`config.mk`:
```
export PLATFORM = sky130hd
export DESIGN_NAME = instr_fetch_unit
export DESIGN_NICKNAME = d
export VERILOG_FILES = /design/src/rtl/instr_fetch_unit.sv
export SDC_FILE = /design/constraint.sdc
export NUM_CORES = 1
export LEC_CHECK = 0
export ABC_AREA = 0
export BUFFER_PORTS_ARGS = -buffer_cell sky130_fd_sc_hd__buf_4
export CAP_MARGIN = 20
export CORE_ASPECT_RATIO = 0.5
export CORE_MARGIN = 10
export CORE_UTILIZATION = 55
export DETAILED_ROUTE_END_ITERATION = 7
export PLACE_DENSITY = 0.82
export SYNTH_ARGS = -nofsm -noshare
export SYNTH_HDL_FRONTEND = slang
export SYNTH_SLANG_ARGS = --single-unit
```
`constraint.sdc`:
```
create_clock -name clk -period 8 [get_ports clk]
set_input_delay 0.8 -clock clk [delete_from_list [all_inputs] [get_ports clk]]
set_output_delay 0.8 -clock clk [all_outputs]
set_load 0.01 [all_outputs]
```
`src/rtl/instr_fetch_unit.sv`:
```
// ---------------------------------------------------------------------------
// instr_fetch_unit
//
// Fetch stage in front of a synchronous instruction ROM. It drives the ROM
// byte address, captures the word returned one cycle later and pairs it with
// the PC it was fetched from. It then hands {pc, instr} to decode over a
// valid/ready interface. One request may be in flight, and responses land in
// a 2-entry FIFO. This sustains one instruction per cycle while tolerating
// back-pressure. A redirect flushes everything and restarts at a new PC.
//
// Parameters
//   ROM_ADDR_W      byte-address width of the ROM port
//   RESET_PC        first PC fetched after reset (word aligned)
//
// Ports
//   clk             clock
//   reset_n         synchronous, active-low reset
//   rom_addr        byte address to ROM (ROM registers it on posedge clk)
//   rom_data        ROM word for the address presented in the previous cycle
//   fetch_en        permits new fetches; low only stalls issue
//   redirect_valid  one-cycle pulse: flush and restart fetch at redirect_pc
//   redirect_pc     redirect target; bits [1:0] are forced to zero
//   out_valid       out_instr/out_pc hold a valid instruction
//   out_ready       decode accepts the instruction this cycle
//   out_instr       instruction word (FIFO head)
//   out_pc          byte PC of out_instr (FIFO head)
// ---------------------------------------------------------------------------
module instr_fetch_unit #(
   parameter int          ROM_ADDR_W = 16,
   parameter logic [31:0] RESET_PC   = 32'h0000_0000
) (
   input  logic                  clk,
   input  logic                  reset_n,
   output logic [ROM_ADDR_W-1:0] rom_addr,
   input  logic [31:0]           rom_data,
   input  logic                  fetch_en,
   input  logic                  redirect_valid,
   input  logic [31:0]           redirect_pc,
   output logic                  out_valid,
   input  logic                  out_ready,
   output logic [31:0]           out_instr,
   output logic [31:0]           out_pc
);

   // Fetch state
   logic [31:0] fetch_pc_reg;
   logic [31:0] fetch_pc_next;
   logic        inflight_reg;
   logic [31:0] issued_pc_reg;

   // Response FIFO: slot 0 is always the head, so the outputs come
   // straight from registers and stay put while decode stalls.
   logic [31:0] fifo_pc_reg    [2];
   logic [31:0] fifo_instr_reg [2];
   logic [1:0]  count_reg;

   logic [31:0] redirect_pc_aligned;
   logic [31:0] addr_full;
   logic [2:0]  occupancy;
   logic        pop;
   logic        push;
   logic        issue;
   logic        start_request;

   assign redirect_pc_aligned = redirect_pc & 32'hFFFF_FFFC;

   // The handshake in a redirect cycle is void because decode is flushing
   // too. Masking valid keeps the pop from disturbing the flush.
   assign out_valid = (count_reg != 2'd0) & ~redirect_valid;
   assign out_pc    = fifo_pc_reg[0];
   assign out_instr = fifo_instr_reg[0];

   assign pop  = out_valid & out_ready;
   // The response to a request issued before a redirect is dropped.
   assign push = inflight_reg & ~redirect_valid;

   // Buffered entries plus the pending response. A pop in the same cycle
   // frees a slot for the response that this cycle's issue will return.
   // The sum never exceeds 2, so the FIFO cannot overflow.
   assign occupancy = {1'b0, count_reg} + {2'b00, inflight_reg};
   assign issue     = fetch_en & ~redirect_valid & ((occupancy < 3'd2) | pop);

   // A redirect with fetch_en high fetches the target in the same cycle.
   assign start_request = issue | (redirect_valid & fetch_en);

   // The ROM always reads rom_addr. Cycles that do not issue simply ignore
   // the returned word.
   always_comb begin
      addr_full = fetch_pc_reg;
      if (!reset_n) begin
         addr_full = RESET_PC;
      end else if (redirect_valid) begin
         addr_full = redirect_pc_aligned;
      end
      rom_addr = addr_full[ROM_ADDR_W-1:0];
   end

   always_comb begin
      fetch_pc_next = fetch_pc_reg;
      if (redirect_valid) begin
         fetch_pc_next = fetch_en ? (redirect_pc_aligned + 32'd4) : redirect_pc_aligned;
      end else if (issue) begin
         fetch_pc_next = fetch_pc_reg + 32'd4;   // wraps naturally at 2^32
      end
   end

   always_ff @(posedge clk) begin
      if (!reset_n) begin
         fetch_pc_reg      <= RESET_PC;
         inflight_reg      <= 1'b0;
         issued_pc_reg     <= 32'd0;
         count_reg         <= 2'd0;
         fifo_pc_reg[0]    <= 32'd0;
         fifo_pc_reg[1]    <= 32'd0;
         fifo_instr_reg[0] <= 32'd0;
         fifo_instr_reg[1] <= 32'd0;
      end else begin
         fetch_pc_reg <= fetch_pc_next;
         inflight_reg <= start_request;
         if (start_request) begin
            issued_pc_reg <= redirect_valid ? redirect_pc_aligned : fetch_pc_reg;
         end

         if (redirect_valid) begin
            count_reg <= 2'd0;
         end else begin
            unique case ({push, pop})
               2'b10: begin
                  if (count_reg == 2'd0) begin
                     fifo_pc_reg[0]    <= issued_pc_reg;
                     fifo_instr_reg[0] <= rom_data;
                  end else begin
                     fifo_pc_reg[1]    <= issued_pc_reg;
                     fifo_instr_reg[1] <= rom_data;
                  end
                  count_reg <= count_reg + 2'd1;
               end
               2'b01: begin
                  fifo_pc_reg[0]    <= fifo_pc_reg[1];
                  fifo_instr_reg[0] <= fifo_instr_reg[1];
                  count_reg         <= count_reg - 2'd1;
               end
               2'b11: begin
                  // Count stays the same. The new entry goes behind
                  // whatever remains after the pop.
                  if (count_reg == 2'd1) begin
                     fifo_pc_reg[0]    <= issued_pc_reg;
                     fifo_instr_reg[0] <= rom_data;
                  end else begin
                     fifo_pc_reg[0]    <= fifo_pc_reg[1];
                     fifo_instr_reg[0] <= fifo_instr_reg[1];
                     fifo_pc_reg[1]    <= issued_pc_reg;
                     fifo_instr_reg[1] <= rom_data;
                  end
               end
               default: ;
            endcase
         end
      end
   end

endmodule

```
==> reports/results.txt <==
Finished Core Util - 65.2%
LEAKAGE - 4.28 nW
Total Wirelength - 22300 um
Sequential Power Share - 52.4%
Placer congestion estimate - 0.878
WL/cell - 18.0 um
Max_cap viols - 0
Worst-case clock skew - 10.3 ps
Crit path DAT - 3960 ps
Setup Viol. Count Final - 0
Cell variety after synth - 55
TNS Setup - 0 ps
Area growth, synth to finish - 13.8%
Hold_buf cts - 0
GR Util All Layers - 18.7%
Post-layout instance area - 10900 um2
Commonest non-fill, non-tap cells in the layout - 153 x nand2_1, 150 x buf_4, 126 x edfxtp_1, 74 x a21oi_1, 66 x and2_1
Final Cycle Share - 48.9%
DRC errors left - 0
TritonCTS clock tree - yes
CP Max Fanout - 63
Max Slew Vio Count - 0
Commonest non-fill, non-tap cell in the layout - nand2_1
Outcome - finished clean
Initial antenna violation count - 0
Fmax - 256 MHz
Cts repair resizes - 0
Flops & latches, synth - 190
First-pass GRT wire length - 35400 um
Vias in the first global route - 6652
Worst-Margin Slew - 914 ps
WS Path Type - in -> reg
Worst hold start - issued_pc_reg[1]
Comb power frac - 10.3%
Layout cells sized above 1 - 20.5%
Post-route setup slack - 4090 ps
Mean Syn Cell Area - 10.1 um2
FFs w/ async S/R, synth - 0%
Critical Path Source Type - input port
Vias post-DR - 6877
R2r endpoint - fifo_instr_reg[0][45]
Post-DP HPWL - 14900 um
Worst skew pair latency - 430 ps
Synth warnings - 0
Core Area - 16700 um2
Total power - 2.16 mW
Clk slew on worst S/H paths - 70 ps
RSZ-0062 raised after global routing - no
CTS Buf Count - 17
CTS root buffer - clkbuf_16
Worst Hold Path Cells - 2
Pre-CTS setup slack - 3550 ps
Cell Pwr Density - 198 nW/um2
CP Data Required Time - 8050 ps
Iteration-0 DRC Markers - 632
DRT Pass-1 Iters - 5
DIE AREA - 23400 um2
Worst hold path class - reg -> reg
Initial Util - 57.2%
Reg2reg start - count_reg[0]
Worst VDD drop - 0.000146 V
Post-DP Area - 10300 um2
Switch share - 25.7%
Fin. Hold Viols - 0
R2r setup slk - 4690 ps
# nets final - 1074
Global route total overflow - 0
Internal power - 1.60 mW
Port bufs - 145
Die width - 207 um
# Post-CTS Setup Buffers - 0
EDFF count, synth - 126
Sink Count - 190
Max reg flops - 64
Clk pwr share - 37.2%
Relative slew margins - 39.0%
Fin crit period - 3910 ps
Via/cell ratio - 5.55
DIE HEIGHT - 113 um
# IOs - 150
Pin count of the biggest net entering global routing - 64
H-tree depth - 4
Crit end category - flip-flop
Antenna Cells - 0
Top FF cell, synth - edfxtp_1
WHS Endpoint - issued_pc_reg[1]
Row cnt - 33
Sequential fraction of the synthesis area - 52.9%
Cells on worst reg2reg path - 8
Area of the mapped netlist - 9570 um2
Net Switching - 0.556 mW
Max clock buf depth - 2
Detail Route Antenna Nets - 0
Mapped Cells - 947
[critical path: stages]
cell and delay, ps:
buf_4 570, inv_1 650, nand2_1 240, inv_1 80
ha_1 260, nor4b_1 320, o21ai_0 150, nand2_2 120
buf_4 650
[power by group through the flow]
stage,clock network [mW],logic [mW],registers (mW)
after floorplan,0,0.143,1.15
after global placement,0,0.215,1.15
after detailed placement,0,0.220,1.15
after CTS,0.811,0.222,1.13
after global routing,0.862,0.244,1.14
final,0.804,0.223,1.13
[layer usage]
metal	vias up	track usage (%)	part of all wire [%]
met3	27	5.18	8.2
li1	3361	-	-
met1	3242	24.8	43
met5	-	0	0
met2	247	29.7	47
met4	0	4.74	1.5
[metrics by stage]
stage	instances	hold slack (ps)
detailed placement	1203	438
CTS	1235	451
global placement	1203	424
floorplan	948	418
finish	1238	452
global route	1238	488
[cells by family (layout without fill, tap and decap cells)]
family	count (synthesis)	after routing	synth area share (%)
AND/OR/NAND/NOR	379	379	20.0
flip-flops	190	190	52.9
AO/OA/AOI/OAI	154	154	10.2
buffers and inverters	136	199	8.30
XOR/XNOR	52	52	4.76
multiplexers	28	28	2.93
adder cells (fa/ha/maj)	7	7	0.915
other	1	2	0.0392
[final cells by class]
type | instances | area, um2
Sequential cell | 190 | 5060
Timing Repair Buffer | 153 | 1190
Clock buffer | 17 | 425
Tap cell | 227 | 284
Clock inverter | 15 | 130
Fill cell | 1306 | 5830
Multi-Input combinational cell | 622 | 3750
Inverter | 14 | 52.6
[how the worst max path moves through the flow]
stage / startpoint / end / slack, ps / depth (start not counted)
6_report: redirect_valid / fifo_instr_reg[0][45] / 4090 / 9
5_1_grt: redirect_valid / fifo_instr_reg[0][45] / 3820 / 9
4_1_cts: redirect_valid / fifo_pc_reg[0][6] / 3980 / 8
3_5_place_dp: redirect_valid / fifo_instr_reg[0][29] / 3550 / 8
3_3_place_gp: redirect_valid / fifo_instr_reg[0][21] / 3670 / 8
2_1_floorplan: redirect_valid / fifo_instr_reg[0][0] / 930 / 9
[synthesized netlist by cell type, types with 10 or more instances]
cell type    n  area share (%)
xnor2_1     19             1.7
clkbuf_1    32             1.3
nor2_1      65             2.5
inv_1       14            0.55
nand4_1     23             1.5
xor2_1      33             3.0
and2_1      66             4.3
mux2i_1     28             2.9
buf_2       16            0.84
a21oi_1     74             3.9
buf_4       68             5.3
a211oi_1    40             3.1
edfxtp_1   126              40
nand3_1     26             1.4
dfxtp_1     64              13
nand2_1    154             6.0
and3_1      10            0.65
Note: power is estimated with default switching activity, not from simulation.
